<file path="config.mk">
export PLATFORM = sky130hd
export DESIGN_NAME = layer_sequencer
export DESIGN_NICKNAME = d
export VERILOG_FILES = /design/src/rtl/layer_sequencer.sv
export SDC_FILE = /design/constraint.sdc
export NUM_CORES = 2
export LEC_CHECK = 0
export ABC_AREA = 1
export CAP_MARGIN = 20
export CORE_AREA = 2 2 411 413
export CTS_BUF_LIST = sky130_fd_sc_hd__clkbuf_16
export CTS_CLUSTER_SIZE = 10
export DETAILED_ROUTE_END_ITERATION = 7
export DIE_AREA = 0 0 413 415
export PLACE_DENSITY = 0.73
export SLEW_MARGIN = 20
export SYNTH_ARGS = -nofsm -noshare
export SYNTH_HDL_FRONTEND = slang
export SYNTH_SLANG_ARGS = --single-unit
</file>
<file path="constraint.sdc">
create_clock -name clk -period 6.55 [get_ports clk]
set_clock_uncertainty 0.15 [all_clocks]
set_input_delay 0.655 -clock clk [delete_from_list [all_inputs] [get_ports clk]]
set_output_delay 0.655 -clock clk [all_outputs]
set_load 0.02 [all_outputs]
</file>
<file path="src/rtl/layer_sequencer.sv">
// layer_sequencer: buffers one input vector, broadcasts it to a neuron bank,
// collects each neuron's activation and drains them as an indexed stream.
module layer_sequencer #(
    parameter  int NUM_INPUTS  = 128,
    parameter  int NUM_NEURONS = 8,
    parameter  int DATA_WIDTH  = 16,
    parameter  int OUT_WIDTH   = 16,
    parameter  int TIMEOUT     = 64,
    localparam int AW          = $clog2(NUM_INPUTS),
    localparam int IW          = $clog2(NUM_NEURONS)
) (
    input  logic                             clk,
    input  logic                             rst,
    input  logic                             in_wr_en,
    input  logic [AW-1:0]                    in_wr_addr,
    input  logic [DATA_WIDTH-1:0]            in_wr_data,
    input  logic                             start,
    output logic                             busy,
    output logic                             done,
    output logic                             timeout_err,
    output logic                             nrn_in_valid,
    output logic [DATA_WIDTH-1:0]            nrn_in_data,
    input  logic [NUM_NEURONS-1:0]           nrn_out_valid,
    input  logic [NUM_NEURONS*OUT_WIDTH-1:0] nrn_out_data,
    output logic                             res_valid,
    input  logic                             res_ready,
    output logic [OUT_WIDTH-1:0]             res_data,
    output logic [IW-1:0]                    res_idx
);

    localparam int CW = AW + 1;
    localparam int TW = $clog2(TIMEOUT + 1);
    localparam logic [CW-1:0] LAST_WORD = CW'(NUM_INPUTS);
    localparam logic [TW-1:0] LAST_WAIT = TW'(TIMEOUT - 1);
    localparam logic [IW-1:0] LAST_IDX  = IW'(NUM_NEURONS - 1);

    typedef enum logic [1:0] {
        S_IDLE,
        S_STREAM,
        S_WAIT,
        S_DRAIN
    } state_t;

    state_t                 state_q;
    logic [DATA_WIDTH-1:0]  ibuf_q [NUM_INPUTS];
    logic [CW-1:0]          word_q;
    logic [TW-1:0]          wait_q;
    logic [NUM_NEURONS-1:0] flag_q, flag_d;
    logic [OUT_WIDTH-1:0]   cap_q [NUM_NEURONS];
    logic [OUT_WIDTH-1:0]   cap_d [NUM_NEURONS];
    logic [IW-1:0]          nxt_idx;
    logic                   capturing;

    logic                   done_q;
    logic                   terr_q;
    logic                   in_valid_q;
    logic [DATA_WIDTH-1:0]  in_data_q;
    logic                   res_valid_q;
    logic [OUT_WIDTH-1:0]   res_data_q;
    logic [IW-1:0]          res_idx_q;

    assign busy         = (state_q != S_IDLE);
    assign done         = done_q;
    assign timeout_err  = terr_q;
    assign nrn_in_valid = in_valid_q;
    assign nrn_in_data  = in_data_q;
    assign res_valid    = res_valid_q;
    assign res_data     = res_data_q;
    assign res_idx      = res_idx_q;

    // Only the first outvalid per neuron per run is kept.
    always_comb begin
        capturing = (state_q == S_STREAM) || (state_q == S_WAIT);
        flag_d    = flag_q;
        cap_d     = cap_q;
        nxt_idx   = res_idx_q + 1'b1;
        if (capturing) begin
            for (int i = 0; i < NUM_NEURONS; i++) begin
                if (nrn_out_valid[i] && !flag_q[i]) begin
                    flag_d[i] = 1'b1;
                    cap_d[i]  = nrn_out_data[i*OUT_WIDTH +: OUT_WIDTH];
                end
            end
        end
    end

    always_ff @(posedge clk) begin
        if (in_wr_en && state_q == S_IDLE) begin
            ibuf_q[in_wr_addr] <= in_wr_data;
        end
    end

    always_ff @(posedge clk or negedge rst) begin
        if (!rst) begin
            state_q     <= S_IDLE;
            word_q      <= '0;
            wait_q      <= '0;
            flag_q      <= '0;
            for (int i = 0; i < NUM_NEURONS; i++) cap_q[i] <= '0;
            done_q      <= 1'b0;
            terr_q      <= 1'b0;
            in_valid_q  <= 1'b0;
            in_data_q   <= '0;
            res_valid_q <= 1'b0;
            res_data_q  <= '0;
            res_idx_q   <= '0;
        end else begin
            done_q <= 1'b0;
            flag_q <= flag_d;
            cap_q  <= cap_d;
            unique case (state_q)
                S_IDLE: begin
                    if (start) begin
                        terr_q     <= 1'b0;
                        flag_q     <= '0;
                        for (int i = 0; i < NUM_NEURONS; i++) cap_q[i] <= '0;
                        in_valid_q <= 1'b1;
                        in_data_q  <= ibuf_q[0];
                        word_q     <= CW'(1);
                        state_q    <= S_STREAM;
                    end
                end
                S_STREAM: begin
                    if (word_q == LAST_WORD) begin
                        in_valid_q <= 1'b0;
                        in_data_q  <= '0;
                        wait_q     <= '0;
                        state_q    <= S_WAIT;
                    end else begin
                        in_data_q <= ibuf_q[word_q[AW-1:0]];
                        word_q    <= word_q + 1'b1;
                    end
                end
                S_WAIT: begin
                    // Completion wins over a timeout on the same edge.
                    if (&flag_d || wait_q == LAST_WAIT) begin
                        terr_q      <= ~&flag_d;
                        res_valid_q <= 1'b1;
                        res_idx_q   <= '0;
                        res_data_q  <= cap_d[0];
                        state_q     <= S_DRAIN;
                    end else begin
                        wait_q <= wait_q + 1'b1;
                    end
                end
                S_DRAIN: begin
                    if (res_ready) begin
                        if (res_idx_q == LAST_IDX) begin
                            res_valid_q <= 1'b0;
                            res_idx_q   <= '0;
                            res_data_q  <= '0;
                            done_q      <= 1'b1;
                            state_q     <= S_IDLE;
                        end else begin
                            res_idx_q  <= nxt_idx;
                            res_data_q <= cap_q[nxt_idx];
                        end
                    end
                end
                default: state_q <= S_IDLE;
            endcase
        end
    end

endmodule
</file>
# == Yosys cells after proc, flatten, opt, wreduce, memory -nomap -nowiden ==
# Memories as Yosys holds them, arrays and structs flattened.
# Cells that the tools add are included.
# word_totals
reg_bits,192
latchBits,0
ramBits,2048
romBits,0
input_bits,164
output_inout_bits,40
word_cells,136
n_memories,1
# mem_list
memory,depth,width,rd,rd_clocked_by_memory_dff,wr,line_no,source
ibuf_q,128,16,2,0,1,45,logic [DATA_WIDTH-1:0] ibuf_q [NUM_INPUTS];
# op_classes
n_addsub,3
n_mul,0
div_mod_pow,0
n_lt_le_gt_ge,1
eq_ne,13
shift,0
mux,63
bitwise_logic,1
n_reduce_logical,35
# ops
cell,n
two-way mux 128 bit,3
two-way mux 16 bit,15
case mux 16 bit (2 select lines),2
binary-select mux 16 bit (select 3 bit),1
two-way mux 8 bit,5
two-way mux 1 bit,20
case mux 8 bit (2 select lines),1
AND reduction 3 bit,5
two-way mux 7 bit,2
case mux 7 bit (2 select lines),1
two-way mux 2 bit,5
"inequality test 2 bit, second input constant",5
nonzero test 2 bit,5
logical AND 1 bit,9
zero test 1 bit,9
two-way mux 3 bit,3
"adder 8 x 1 -> 8 bit, second input constant",1
"== test 8 bit, second input constant",1
case mux 2 bit (4 select lines),1
AND reduction 8 bit,1
"adder 7 x 1 -> 7 bit, second input constant",1
"== test 7 x 6 -> 1 bit, second input constant",1
case mux 1 bit (2 select lines),3
case mux 3 bit (2 select lines),1
12 further kinds,15

# == Logic depth before layout (Yosys ltp) ==
# depth
word_depth,8
depth_mapped,17
depth_no_buf,14

# == Worst setup path before layout ==
# OpenSTA, ideal clock, no wires.
# synth_path
kind,register to register
start,register state_q[0]
end,"memory ibuf_q[42][0], enable pin"
t_arrival_ns,2.707
setup_slack_ns,3.261
stages_incl_launch_ff,7
cell_sequence,dfrtp_1 > inv_1 > ha_1 > nand2_1 > clkinv_1 > nand3_1 > nor4_1
# synth_between
elab_chain_len,4
# synth_lines
element,line_no,source
start: declaration,44,state_t state_q;
start signal: assignment,95,state_q <= S_IDLE;
start signal: assignment,120,state_q <= S_STREAM;
start signal: assignment,128,state_q <= S_WAIT;
zero test 2 bit,88,if (in_wr_en && state_q == S_IDLE) begin
logical AND 1 bit,88,
two-way mux 1 bit,88,
two-way mux 1 bit (implied by the code),89,ibuf_q[in_wr_addr] <= in_wr_data;
end: declaration,45,
# No other way between the ends.

# == Final worst setup path ==
# layout_path
start,register word_q[0]
end,register in_data_q[11] (netlist: nrn_in_data[11])
# layout_between
elab_chain_len,3
word_cells_on_any_way,4
# layout_lines
element,line_no,source
start: declaration,46,logic [CW-1:0] word_q;
start signal: assignment,131,word_q <= word_q + 1'b1;
memory (128 x 16 bit) or == test 8 bit (tied branches),n/a,
two-way mux 16 bit *,124,if (word_q == LAST_WORD) begin
case mux 16 bit (2 select lines) *,111,unique case (state_q)
end signal: assignment,118,in_data_q <= ibuf_q[0];
end signal: assignment,130,in_data_q <= ibuf_q[word_q[AW-1:0]];
end: declaration,57,logic [DATA_WIDTH-1:0] in_data_q;
# Mark *: on every way between the ends. The rest lies on a longest branch, timed or not.
# A chain may end at the register's enable or synchronous reset.

==> key figures <==
Floorplan
  • Number of rows created at floorplan: 150
  • Height of the die: 415 um
  • Starting utilization of the core area: 55.7%
  • Core area: 0.167 mm2
  • Total die area: 0.171 mm2
  • Top-Level Pins: 204
  • DIE WIDTH: 413 um

STA
  • RSZ-0062 raised after global routing: false
  • Post-route minimum period: 4.19 ns
  • Normalized max-slew margin: 24.9%
  • Pins over their slew limit: 0
  • Period Utilization, post-route: 64.0%
  • Final number of hold-violating endpoints: 0
  • Maximum achievable frequency: 239 MHz
  • Transition time of the tightest slew-check pin: 1.13 ns
  • Sum of negative setup slack: 0 ns
  • Hold WS: 0.0995 ns
  • Final setup violation count: 0

Synthesis
  • Proportion of netlist area held by the largest area contributor: 66.2%
  • Post-Synthesis Cell Area: 0.0929 mm2
  • Netlist cell types: 32
  • Share of synthesized area occupied by flip-flops and latches: 71.4%
  • Most frequent cells after synthesis: 2,445 x nand2_1, 2,048 x edfxtp_1, 1,354 x nand3_1
  • Ranking of synthesized cells by area: edfxtp_1 66%, nand2_1 9.9%, nand3_1 7.3%, dfrtp_1 5.2%, nor2_1 3.5%
  • Share of flip-flops with an asynchronous set or reset: 8.57%
  • Library cell occupying the most area in the post-synthesis netlist: edfxtp_1
  • Ys Warns: 0
  • Mapped Nets: 8,645
  • Primary flip-flop cell chosen by synthesis mapping: edfxtp_1
  • Number of synthesized register bits: 2,240
  • Number of flops mapped to enable cells by yosys: 2,048
  • Gate Count Post-Synth: 8,472
  • Most used standard cell by instance count after synthesis: nand2_1
  • Synthesized area per cell: 11.0 um2

Global route
  • Met2 Track Usage GR: 44.0%
  • Global-route wire length before repair: 380,000 um
  • Most Used Layer, Global Route: met2
  • Initial antenna violation count: 9
  • Largest net degree at the start of global routing: 247
  • Met1 capacity usage during global routing: 41.7%
  • Global routing met3 resource utilization: 6.66%
  • Global-route usage over all layers: 29.4%
  • Number of global-route vias before repair: 61,400
  • Overflow left after global routing: 0

Place
  • IO Port Bufs: 203
  • Routability congestion estimate from global placement: 0.923
  • HPWL after DPL: 143,000 um

Setup path
  • Crit. End Element: register
  • Register-to-Register Setup Slack: 2.36 ns
  • Cell at the slowest stage of the critical path: dfrtp_4
  • CP peak stage delay: 0.78 ns
  • Most common cell on crit path: nand3_1
  • Crit path kind: reg2reg
  • Endpoint arrival time on the critical path: 4.84 ns
  • Critical-path maximum fanout: 246
  • Startpoint type of the worst setup path: register
  • CP cell instances: inv_16 -> buf_4 -> nand2_1 -> nand3_1 -> nand3_1 -> nand2_1 -> nand2_1 -> nand3_1 -> nand3_1 -> nand3_1 -> nand3_1 -> a21oi_1
  • Gate family responsible for the most delay along the worst path: simple AND/OR/NAND/NOR gates
  • Bufs and invs on worst path: 2
  • Data required time at the worst endpoint: 7.20 ns

Routing
  • 1st-iter DRT viols: 9,645
  • Total DRC errors in the routed layout: 0
  • Pre-Repair DR Iteration Count: 6
  • Remaining number of nets flagged by the antenna check after routing: 0
  • Routed Wire Length: 255,000 um
  • Via count of the routed design: 64,800
  • Mean number of vias per cell: 5.94
  • Detail-routed net length per standard cell: 23.4 um

Clock network
  • Root buffer cell: clkbuf_16
  • Insertion delay of the later-clocked pin in the worst-skew pair: 0.93 ns
  • Number of setup buffers added after CTS: 0
  • Clock buffer count from CTS: 276
  • Clk sink count: 2,240
  • Post-cts repair resize count: 0
  • Depth of the CTS H-tree: 5
  • Clock tree buffer depth: 4
  • Post-CTS Hold Fix Bufs: 2
  • TritonCTS clock tree: yes
  • Clock-pin slew on the worst setup and hold paths: 0.06 ns

Finish
  • Fraction of final layout cells with drive strength greater than 1: 6.26%
  • Share of the core filled with cells: 62.7%
  • Relative area change from synthesis to final layout: 12.6%
  • Count of nets after finishing: 8,811

Pwr
  • Leak: 0.0392 uW
  • Power density relative to cell area: 427 mW/mm2
  • Worst ir drop on vdd: 0.542 mV
  • Total power: 44,700 uW

Outcome
  • Status: complete, no violations

Hold path
  • Class of the tightest hold or removal check: in2reg

Job
  • Max Cap Violations: 0
## layout by cell type, fill, tap and decap left out, types with 5 or more instances in the layout
master | netlist | final
nand2_1 | 2445 | 2444
o21ai_0 | 457 | 457
nor2_1 | 865 | 857
diode_2 | 0 | 7
nor3_1 | 12 | 10
nand3_1 | 1354 | 1354
nand4_1 | 5 | 5
inv_6 | 0 | 6
buf_12 | 0 | 18
ha_1 | 9 | 9
o211ai_1 | 68 | 68
clkdlybuf4s50_1 | 0 | 186
inv_1 | 334 | 379
nor2_2 | 1 | 9
clkinv_1 | 7 | 6
edfxtp_1 | 2048 | 2048
dfrtp_1 | 192 | 187
a21oi_1 | 127 | 127
clkbuf_16 | 0 | 280
buf_4 | 34 | 203
## worst register-to-register path: stages (launching register included)
cell and delay, ns:
dfrtp_4 0.78, inv_16 0.69, buf_4 0.87, nand2_1 0.12, nand3_1 0.10, nand3_1 0.08
nand2_1 0.10, nand2_1 0.09, nand3_1 0.23, nand3_1 0.34, nand3_1 0.19, nand3_1 0.14
a21oi_1 0.22
## kinds of logic (layout without fill, tap and decap cells)
family	after synthesis	after routing	share of synthesized area, %
AO/OA/AOI/OAI	659	659	3.75
XOR/XNOR	4	4	0.0377
adder cells (fa/ha/maj)	9	9	0.121
buffers and inverters	869	1093	3.85
flip-flops	2240	2240	71.4
other	0	7	0
AND/OR/NAND/NOR	4691	4691	20.8
## stage by stage
stage | setup WS (ns) | instances | instance area, um2
after floorplan | 3.26 | 8472 | 92900
after global placement | 2.55 | 10600 | 97200
after detailed placement | 2.55 | 10600 | 97200
after CTS | 2.55 | 10900 | 105000
after global routing | 2.26 | 10900 | 105000
final | 2.36 | 10900 | 105000
## flip-flops by register name, indices dropped and copies added (netlist names)
register / count
cap_q: 128
done: 1
flag_q: 8
ibuf_q: 2048
nrn_in_data: 16
nrn_in_valid: 1
res_data: 16
res_idx: 3
res_valid: 1
state_q: 2
timeout_err: 1
wait_q: 7
word_q: 8
## layout make-up
class                      count  area, um2
fill                       12500      62100
sequential                  2240      66300
inverter                     346       1330
timing repair buffer         411       3790
clock inverter                56        297
clock buffer                 280       7010
tap                         2204       2760
multi-input combinational   5363      23000
antenna                        7       17.5
## per-layer routing
layer  vias up  part of all wire (%)
met4         2                   4.6
li1      29300                     -
met3       600                    12
met1     31200                    38
met5         -                0.0051
met2      3776                    45
## final timing paths
| kind | from | to | cells after the start |
|---|---|---|---|
| min in group asynchronous | rst | cap_q[63] | 2 |
| min reg2reg | res_data[10] | res_data[10] | 2 |
| max in group asynchronous | rst | cap_q[81] | 3 |
| max | word_q[0] | nrn_in_data[11] | 12 |
| max reg2reg | word_q[0] | nrn_in_data[11] | 12 |
| min | in_wr_data[14] | ibuf_q[102][14] | 1 |
## power breakdown
part           switching (uW)  total (uW)  internal, uW
clock network            5360       12900          7580
logic                   10900       15000          4140
registers                 491       16700         16200
total                   16800       44700         27900
(Power assumes the default switching activity.)
